[config.mk]
export PLATFORM = sky130hd
export DESIGN_NAME = nibble_serial_adder_ctrl
export DESIGN_NICKNAME = d
export VERILOG_FILES = /design/src/rtl/nsa_pkg.sv /design/src/rtl/four_bit_addr.sv /design/src/rtl/nibble_serial_adder_ctrl.sv
export SDC_FILE = /design/constraint.sdc
export NUM_CORES = 1
export LEC_CHECK = 0
export ABC_AREA = 0
export CAP_MARGIN = 20
export CELL_PAD_IN_SITES_DETAIL_PLACEMENT = 1
export CELL_PAD_IN_SITES_GLOBAL_PLACEMENT = 1
export CORE_MARGIN = 2
export CORE_UTILIZATION = 30
export CTS_CLUSTER_SIZE = 8
export DETAILED_ROUTE_END_ITERATION = 8
export GPL_TIMING_DRIVEN = 0
export PLACE_DENSITY = 0.68
export SYNTH_ARGS = -nofsm -noshare
export SYNTH_HDL_FRONTEND = slang
export SYNTH_SLANG_ARGS = --single-unit
[constraint.sdc]
create_clock -name clk -period 3.2 [get_ports clk]
set_clock_uncertainty 0.2 [all_clocks]
set_input_delay 0.48 -clock clk [delete_from_list [all_inputs] [get_ports clk]]
set_output_delay 0.48 -clock clk [all_outputs]
set_load 0.01 [all_outputs]
[src/rtl/nsa_pkg.sv]
// Shared types and helpers for the nibble-serial adder controller.
package nsa_pkg;

    typedef enum logic [1:0] {
        IDLE = 2'd0,
        RUN  = 2'd1,
        DONE = 2'd2
    } state_t;

    localparam int unsigned NIBBLE_W = 4;
    localparam int unsigned MAX_W    = 32;

    // Effective B operand: inverted for subtraction (the +1 comes in as carry-in).
    function automatic logic [MAX_W-1:0] eff_b(input logic [MAX_W-1:0] b, input logic sub);
        return sub ? ~b : b;
    endfunction

endpackage

[src/rtl/four_bit_addr.sv]
// Shared 4-bit ripple adder datapath with carry in/out.
module four_bit_addr (
    input  logic [3:0] a,
    input  logic [3:0] b,
    input  logic       cin,
    output logic [3:0] sum_c,
    output logic       co_c
);

    logic [4:0] total_c;

    // Plain 4-bit add; carry out is bit 4.
    always_comb begin
        total_c = 5'(a) + 5'(b) + 5'(cin);
        sum_c   = total_c[3:0];
        co_c    = total_c[4];
    end

endmodule

[src/rtl/nibble_serial_adder_ctrl.sv]
// Sequencer that adds/subtracts wide operands one nibble per clock through a shared 4-bit adder.
module nibble_serial_adder_ctrl
    import nsa_pkg::*;
#(
    parameter  int unsigned NIBBLES = 4,
    localparam int unsigned W       = NIBBLE_W * NIBBLES
) (
    input  logic         clk,
    input  logic         rst,
    input  logic         start,
    input  logic         sub,
    input  logic [W-1:0] op_a,
    input  logic [W-1:0] op_b,
    output logic         busy,
    output logic         done,
    output logic [W-1:0] result,
    output logic         cout,
    output logic         ovfl
);

    localparam int unsigned     IDX_W    = $clog2(NIBBLES);
    localparam logic [IDX_W-1:0] LAST_IDX = IDX_W'(NIBBLES - 1);

    state_t                state;
    logic [W-1:0]          a_reg;
    logic [W-1:0]          b_reg;
    logic [IDX_W-1:0]      idx;
    logic                  carry;

    logic [NIBBLE_W-1:0]   nib_a_c;
    logic [NIBBLE_W-1:0]   nib_b_c;
    logic [NIBBLE_W-1:0]   sum_c;
    logic                  co_c;

    // Select the current nibble of each latched operand.
    always_comb begin
        nib_a_c = '0;
        nib_b_c = '0;
        for (int unsigned i = 0; i < NIBBLES; i++) begin
            if (idx == IDX_W'(i)) begin
                nib_a_c = a_reg[i*NIBBLE_W +: NIBBLE_W];
                nib_b_c = b_reg[i*NIBBLE_W +: NIBBLE_W];
            end
        end
    end

    four_bit_addr u_add (
        .a     (nib_a_c),
        .b     (nib_b_c),
        .cin   (carry),
        .sum_c (sum_c),
        .co_c  (co_c)
    );

    // Control FSM with operand, carry, index and result registers.
    always_ff @(posedge clk) begin
        if (rst) begin
            state  <= IDLE;
            busy   <= 1'b0;
            done   <= 1'b0;
            result <= '0;
            cout   <= 1'b0;
            ovfl   <= 1'b0;
            idx    <= '0;
            carry  <= 1'b0;
            a_reg  <= '0;
            b_reg  <= '0;
        end else begin
            case (state)
                IDLE: begin
                    if (start) begin
                        a_reg  <= op_a;
                        b_reg  <= W'(eff_b(MAX_W'(op_b), sub));
                        carry  <= sub;
                        idx    <= '0;
                        result <= '0;
                        cout   <= 1'b0;
                        ovfl   <= 1'b0;
                        busy   <= 1'b1;
                        state  <= RUN;
                    end
                end
                RUN: begin
                    for (int unsigned i = 0; i < NIBBLES; i++) begin
                        if (idx == IDX_W'(i)) begin
                            result[i*NIBBLE_W +: NIBBLE_W] <= sum_c;
                        end
                    end
                    carry <= co_c;
                    if (idx == LAST_IDX) begin
                        // Last nibble: publish carry and signed overflow with the done pulse.
                        state <= DONE;
                        busy  <= 1'b0;
                        done  <= 1'b1;
                        cout  <= co_c;
                        ovfl  <= (a_reg[W-1] == b_reg[W-1]) && (sum_c[NIBBLE_W-1] != a_reg[W-1]);
                    end else begin
                        idx <= idx + IDX_W'(1);
                    end
                end
                DONE: begin
                    done  <= 1'b0;
                    state <= IDLE;
                end
                default: begin
                    state <= IDLE;
                    busy  <= 1'b0;
                    done  <= 1'b0;
                end
            endcase
        end
    end

endmodule

==> Word level (Yosys, flattened, before mapping) <==
Cells that the tools add are included.
{ "word_totals": {"register_bits": 57, "output_inout_bits": 20, "wordCells": 79} }
{ "classes": {"addsub": 3, "eq_ne": 13, "muxes": 33, "n_bitwise": 3, "reduce_logical": 14} }
{ "ops": {"columns": ["operator", "n"], "rows": [
  ["$mux 4", 12],
  ["$mux 16", 2],
  ["$pmux 16 s2", 1],
  ["$reduce_and 3->1", 6],
  ["$not 16->16", 1],
  ["$ne 2x2->1 const B", 6],
  ["$mux 2", 4],
  ["$pmux 1 s2", 4],
  ["$pmux 2 s2", 2],
  ["$reduce_and 2->1", 4],
  ["$mux 1", 7],
  ["$eq 2x2->1 const B", 3],
  ["$add 4x4->5", 1],
  ["$add 5x1->5", 1],
  ["$eq 2x1->1 const B", 2],
  ["$logic_not 2->1", 2],
  ["$pmux 1 s3", 1],
  ["$add 2x1->2 const B", 1],
  ["$not 1->1", 2],
  ["$reduce_bool 2->1", 1],
  ["$eq 1x1->1", 1],
  ["$logic_and 1x1->1", 1],
  ["$ne 1x1->1", 1]
]} }

==> Logic depth before layout (Yosys ltp) <==
Gate-level depths: netlist of run 1.
{ "logic_depth": {"depth_word": 11, "mapped_depth": 13, "mapped_depth_nobuf": 12} }

==> Cells and area by module <==
From an unflattened synthesis of run 1, not the netlist that was laid out.
{ "hier_totals": {"cells_unflattened": 324, "area_unflattened_um2": 2881.5} }
{ "by_module_without_submodules": {"columns": ["module", "instances", "cells_per_inst", "area_each_um2", "seq_area_each_um2"], "rows": [
  ["nibble_serial_adder_ctrl", 1, 308, 2737.6, 1141.1],
  ["four_bit_addr", 1, 16, 143.9, 0.0]
]} }

==> Least setup slack after synthesis of run 1 <==
OpenSTA, ideal clock, no wires.
{ "synth_timing": {"path_type": "reg2reg", "from": "register idx[0]", "to": "register cout", "setup_time_ps": 65, "arrival_ps": 2724, "t_required_ps": 2935, "setup_slack_ps": 211, "stages_incl_launch_ff": 14, "n_path_buf": 2, "synth_period_minus_slack_ps": 2989, "cell_sequence": "dfxtp_1 inv_1 ha_1 clkbuf_1 clkbuf_1 a221oi_1 nor3_1 a21oi_1 fa_1 fa_1 nand2b_1 a211oi_1 mux2i_1 nor2_1"} }
{ "synth_between": {"elab_chain_cells": 9} }
{ "synth_rtl": {"columns": ["element", "line_no", "rtl"], "rows": [
  ["from (decl)", "nibble_serial_adder_ctrl.sv:27", "logic [IDX_W-1:0] idx;"],
  ["from (signal assigned)", "nibble_serial_adder_ctrl.sv:98", "idx <= idx + IDX_W'(1);"],
  ["$logic_not 2->1", "nibble_serial_adder_ctrl.sv:40", "if (idx == IDX_W'(i)) begin"],
  ["$mux 4 (4 in series)", "nibble_serial_adder_ctrl.sv:40", null],
  ["$add 4x4->5", "four_bit_addr.sv:14", "total_c = 5'(a) + 5'(b) + 5'(cin);"],
  ["$add 5x1->5", "four_bit_addr.sv:14", null],
  ["$mux 1", "nibble_serial_adder_ctrl.sv:90", "if (idx == LAST_IDX) begin"],
  ["$pmux 1 s2", "nibble_serial_adder_ctrl.sv:69", "case (state)"],
  ["to (signal assigned)", "nibble_serial_adder_ctrl.sv:95", "cout <= co_c;"],
  ["to (decl)", "nibble_serial_adder_ctrl.sv:17", "output logic cout,"]
]} }
Several ways; a longest one is shown, not always the timed one. The select of a mux whose other input is x is not followed.
A chain may end at the register's enable or synchronous reset.

==> Worst setup path after layout of run 1 <==
Ends and elaborated chain as after synthesis.

==> results of run 1 <==
==> worst max-delay path, stage by stage, from the launching register on <==
cell,delay [ns]
dfxtp_2,0.35
inv_2,0.12
ha_4,0.19
buf_4,0.18
a221oi_1,0.08
nor3_1,0.20
a21oi_1,0.10
fa_2,0.40
fa_1,0.40
nand2b_1,0.17
a211oi_2,0.29
mux2i_1,0.11
nor2_1,0.08
==> synth_stat cells, types with 2 or more instances <==
master,instances
o32ai_1,4
dfxtp_1,57
a211oi_2,16
nor2_1,43
buf_4,6
nand2b_1,7
nor2b_1,8
buf_2,7
inv_1,6
a221oi_1,5
o21ai_0,5
ha_1,7
a21o_1,2
a21oi_1,45
fa_1,2
xnor2_1,17
clkbuf_1,7
buf_1,3
mux2i_1,4
nand3b_1,10
nor3_1,6
nand2_1,54
==> repair_timing <==
| item | in CTS | in global routing |
|---|---|---|
| resized for setup | 9 | 13 |
| pin swaps | 0 | 3 |
| buffers inserted | 0 | 5 |
| setup endpoints to repair | 14 | 10 |
==> through the flow <==
step | hold WS [ns] | cells | utilization | worst slack, ns | cell area [µm²]
2_1_floorplan | 0.232 | 335 | - | 0.211 | 2830
3_3_place_gp | 0.243 | 500 | 0.381 | -0.395 | 3500
3_5_place_dp | 0.250 | 500 | 0.381 | -0.484 | 3500
4_1_cts | 0.259 | 514 | 0.405 | 0.0226 | 3730
5_1_grt | 0.277 | 518 | 0.414 | 0.0139 | 3800
6_report | 0.257 | 518 | 0.414 | 0.250 | 3800
==> layout by cell type (no fill, tap or decap), types with 5 or more instances in the layout <==
| cell type | instances |
|---|---|
| dfxtp_1 | 55 |
| nand2_1 | 54 |
| clkdlybuf4s50_1 | 54 |
| a21oi_1 | 45 |
| nor2_1 | 42 |
| xnor2_1 | 17 |
| a211oi_2 | 17 |
| buf_4 | 12 |
| clkbuf_8 | 12 |
| nand3b_1 | 10 |
| nor2b_1 | 8 |
| nand2b_1 | 7 |
| nor3_1 | 6 |
| buf_2 | 6 |
| a221oi_1 | 5 |
| o21ai_0 | 5 |
| clkbuf_1 | 5 |
==> logic make-up (layout without fill, tap and decap cells) <==
kind of cell             after synthesis  in the layout  share of synthesized area
AO/OA/AOI/OAI                         83             83                      0.210
AND/OR/NAND/NOR                      135            135                      0.221
adder cells (fa/ha/maj)                9              9                     0.0452
flip-flops                            57             57                      0.404
multiplexers                           4              4                     0.0142
XOR/XNOR                              18             18                     0.0558
buffers and inverters                 29            101                     0.0496
==> layer usage <==
| metal | routed length, µm | part of all wire | vias to the layer above |
|---|---|---|---|
| met5 | 0 | 0 | - |
| met4 | 54 | 0.0067 | 0 |
| met3 | 267 | 0.033 | 6 |
| met2 | 3940 | 0.49 | 40 |
| met1 | 3830 | 0.47 | 1227 |
| li1 | - | - | 1274 |
==> cell type report <==
class / count / area (µm²) / share of cell area
buffer: 20 / 120 / 0.0316
clock buffer: 14 / 173 / 0.0454
clock inverter: 2 / 35.0 / 0.00921
inverter: 6 / 22.5 / 0.00592
multi-input combinational: 249 / 1590 / 0.419
sequential: 57 / 1140 / 0.301
tap: 111 / 139 / 0.0365
timing repair buffer: 59 / 578 / 0.152
==> where the power goes <==
group | switching [mW] | internal (mW)
Clock | 0.290 | 0.423
Combinational | 0.200 | 0.169
Sequential | 0.0274 | 0.752
Total | 0.518 | 1.34
==> worst max-delay path by stage <==
stage                         from                      end  slack (ns)  depth (start not counted)
5_1_grt        idx[0]$_SDFFE_PP0P_        cout$_SDFFE_PP0P_        0.01                         12
2_1_floorplan  idx[0]$_SDFFE_PP0P_        cout$_SDFFE_PP0P_        0.21                         13
6_report       idx[0]$_SDFFE_PP0P_        cout$_SDFFE_PP0P_        0.25                         12
4_1_cts        idx[0]$_SDFFE_PP0P_  result[10]$_SDFFE_PP0P_        0.02                         12
3_5_place_dp   idx[0]$_SDFFE_PP0P_  result[10]$_SDFFE_PP0P_       -0.48                         13
3_3_place_gp   idx[0]$_SDFFE_PP0P_   result[6]$_SDFFE_PP0P_       -0.40                         13
==> impl_metrics.yaml, run 1 <==
status:
  outcome: "completed"
global_route:
  grt_usage: 0.168
  grt-ovfl-total: 0
  grtUsageMet2: 0.274
  busiest_layer: "met2"
  grt_max_degree: 11
  use_met1: 0.220
  use_met3: 0.0402
  grt_pass1_wl_um: 13100
  grt_pass1_vias: 2585
  grt_antenna_before_repair: 0
cts:
  clk_root_buffer_cell: "clkbuf_8"
  cts_buffer_depth: 2
  clk_pin_slew_worst_paths_ns: 0.07
  cts.sinks: 57
  htree_levels: 3
  cts_buffers: 9
  clk_latency_ns: 0.34
  ctsHoldBuffers: 0
  cts_tree: "done"
synthesis:
  synth_warnings: 0
  synth_seq_cells: 57
  synth.largest_area_cell: "dfxtp_1"
  synth_ff_type: "dfxtp_1"
  ys_types: 36
  async_flop_share: 0
  synth-edff-count: 0
  syn_area_mm2: 0.00283
  synth.avg_cell_area_um2: 8.43
  synth_area_leaders: "dfxtp_1 40%, a21oi_1 8.0%, nand2_1 7.2%"
  synth_cells: 335
  yosysSeqAreaShare: 0.404
  synth_nets: 380
  synth.top_cell.area_share: 0.404
critical_path:
  cp-end-kind: "flop"
  path_max_fanout: 10
  r2r_setup_slack_ns: 0.25
  path_class: "flop to flop"
  cp.arrival_ns: 3.03
  crit_path_start_kind: "flop"
  r2r-end: "cout$_SDFFE_PP0P_"
  crit_required_ns: 3.28
  r2r_cells: 12
  r2r_start: "idx[0]$_SDFFE_PP0P_"
final_layout:
  diodes: 0
  area_growth_pct: 34.7
  fill_cells: 1112
  final_nets: 447
  layout-drive-gt1-share: 0.160
detailed_routing:
  totalWireLength_um: 8090
  remaining_drc_errors: 0
  routedWlPerCell_um: 15.6
  drtPass1Iterations: 4
  viasPerCell: 4.92
  via_count: 2547
  drtIter0Drc: 66
  postRouteAntennaNets: 0
timing:
  rsz0062_at_grt: "no"
  timing.slew.headroom: 0.529
  fin_tns_setup_ns: 0
  setup_viol: 0
  fmax_mhz: 339
  period_share: 0.922
  finalHoldViolations: 0
  period_needed_ns: 2.95
  slew_violations: 0
  worst_pin_slew_ns: 0.706
placement:
  dp_hpwl_um: 6030
  io_buffers: 54
  globalplace.congestion: 0.781
die:
  die_y_um: 101
  die_w_um: 101
  die_area_mm2: 0.0102
  start_util: 0.307
  rows: 35
  ios: 56
  core_mm2: 0.00920
power_and_ir_drop:
  p_per_area_mw_per_mm2: 489
  p_leak_nw: 1.39
  power_mw: 1.86
  vdd_drop_max_v: 0.000179
flow_run:
  cap_violations: 0
worst_hold_path:
  hold_end: "result[6]$_SDFFE_PP0P_"
  hold_start: "result[6]$_SDFFE_PP0P_"
  holdPathStages: 2
  hold_path.class: "flop to flop"
(Power assumes the default switching activity.)
==> run 2, diff against run 1 <==
Settings changed: GPL_ROUTABILITY_DRIVEN set to 0, PLACE_DENSITY 0.68 to 0.66.
Clock period 3.2 ns to 3.01 ns, I/O delays scaled along.
==> run 2 against run 1 <==
  * Register-to-register slack got worse by 0.17 ns
  * Clock power decreased by 15%
  * Count of clock-buffer cells in the layout increased by 1
  * First-iteration DRC count increased by 36%
  * Largest power group unchanged
==> impl_metrics.yaml, run 2 (synthesis gave the netlist of run 1 again) <==
final_layout:
  layout-drive-gt1-share: 0.186
  area_growth_pct: 37.1
  final_nets: 456
  mostFrequentLayoutCell: "dfxtp_1"
  final_area_mm2: 0.00387
  final_cell_mix: "55 x dfxtp_1, 54 x nand2_1, 54 x clkdlybuf4s50_1, 42 x a21oi_1, 42 x nor2_1"
  diodes: 0
  fill_cells: 1116
cts:
  cts_buffers: 9
  clk_latency_ns: 0.33
  htree_levels: 3
  ctsHoldBuffers: 0
  clk_pin_slew_worst_paths_ns: 0.06
  cts_buffer_depth: 2
  cts_tree: "done"
  clk_root_buffer_cell: "clkbuf_8"
  cts.sinks: 57
critical_path:
  cp-end-kind: "flop"
  path_max_fanout: 5
  crit_slowest_cell: "a221oi_1"
  crit_path_start_kind: "flop"
  crit_required_ns: 3.04
  path_class: "flop to flop"
  critPathMaxStageDelay_ns: 0.45
  cp.arrival_ns: 2.96
  worstPathCellList: "inv_4 -> ha_4 -> buf_8 -> buf_4 -> a221oi_1 -> nor3_1 -> a21o_1 -> ha_1 -> a21oi_1 -> o21ai_2 -> xnor2_2 -> o32ai_1"
status:
  outcome: "completed"
placement:
  place_area_mm2: 0.00350
  io_buffers: 54
  dp_hpwl_um: 6100
timing:
  worst_pin_slew_ns: 0.721
  setup_viol: 0
  fin_tns_setup_ns: 0
  slew_violations: 0
  rsz0062_at_grt: "yes"
  period_share: 0.972
  period_needed_ns: 2.93
  timing.slew.headroom: 0.519
  finalHoldViolations: 0
  fmax_mhz: 342
detailed_routing:
  via_count: 2577
  routedWlPerCell_um: 16.1
  viasPerCell: 4.90
  remaining_drc_errors: 0
  drtIter0Drc: 90
  drtPass1Iterations: 6
  postRouteAntennaNets: 0
  totalWireLength_um: 8450
die:
  ios: 56
  die_area_mm2: 0.0102
  die_y_um: 101
  start_util: 0.307
  rows: 35
  core_mm2: 0.00920
  die_w_um: 101
global_route:
  grt-ovfl-total: 0
  grt_pass1_wl_um: 13200
  grt_antenna_before_repair: 0
  grt_usage: 0.169
  grt_pass1_vias: 2601
  grt_max_degree: 11
flow_run:
  cap_violations: 0
worst_hold_path:
  hold_path.class: "flop to flop"
power_and_ir_drop:
  p_per_area_mw_per_mm2: 479
  vdd_drop_max_v: 0.000203
  p_leak_nw: 1.42
-- run 2: path summary, 6_finish.rpt --
path | start | end | slack, ns | cells past startpoint
min | a_reg[11]$_SDFFE_PP0P_ | a_reg[11]$_SDFFE_PP0P_ | 0.26 | 2
max reg2reg | idx[1]$_SDFFE_PP0P_ | result[7]$_SDFFE_PP0P_ | 0.08 | 12
min reg2reg | a_reg[11]$_SDFFE_PP0P_ | a_reg[11]$_SDFFE_PP0P_ | 0.26 | 2
max | idx[1]$_SDFFE_PP0P_ | result[7]$_SDFFE_PP0P_ | 0.08 | 12
-- run 2: per-layer routing --
| layer | global-route usage | wire length [µm] | vias to the layer above | share of wire |
|---|---|---|---|---|
| met5 | 0 | 0 | - | 0 |
| met4 | 0.0593 | 96 | 0 | 0.011 |
| li1 | - | - | 1293 | - |
| met2 | 0.282 | 4120 | 37 | 0.49 |
| met1 | 0.223 | 4030 | 1240 | 0.48 |
| met3 | 0.0215 | 206 | 7 | 0.024 |
-- run 2: final cells by class --
type,count,area [µm²],share of cell area
plain buffers,21,139,0.0359
clock buffers,15,156,0.0404
inverters,6,27.5,0.00711
multi-input cells,249,1630,0.420
flip-flops and latches,57,1150,0.297
well taps,111,139,0.0359
repair buffers,67,636,0.164
-- run 2: repair_timing --
action | 4_1_cts | 5_1_grt
endpoints found under the setup margin | 19 | 14
cloned | 0 | 0
gates resized for setup | 21 | 16
pin swaps | 1 | 6
buffers inserted | 0 | 13
-- run 2: worst max-delay path, delay by kind of cell, from the launching register on --
kind | cells | cell delay, ns
buf+inv | 3 | 0.31
flops | 1 | 0.38
compound gates | 5 | 1.24
xor+xnor | 1 | 0.20
simple gates | 1 | 0.13
fa+ha+maj | 2 | 0.34
-- run 2: metrics by stage --
step,instances,hold WS (ns),util,total power [mW],setup slack [ns]
finish,526,0.255,0.421,1.86,0.0842
global route,526,0.284,0.421,1.96,-0.0442
CTS,513,0.257,0.405,1.85,0.0196
detailed placement,500,0.248,0.381,1.23,-0.730
global placement,500,0.244,0.381,1.22,-0.631
floorplan,335,0.232,-,1.08,0.0213
-- run 2: power by group --
group / total, mW / switching, mW / internal, mW
Sequential: 0.829 / 0.0300 / 0.799
Clock: 0.608 / 0.289 / 0.319
Combinational: 0.420 / 0.225 / 0.195
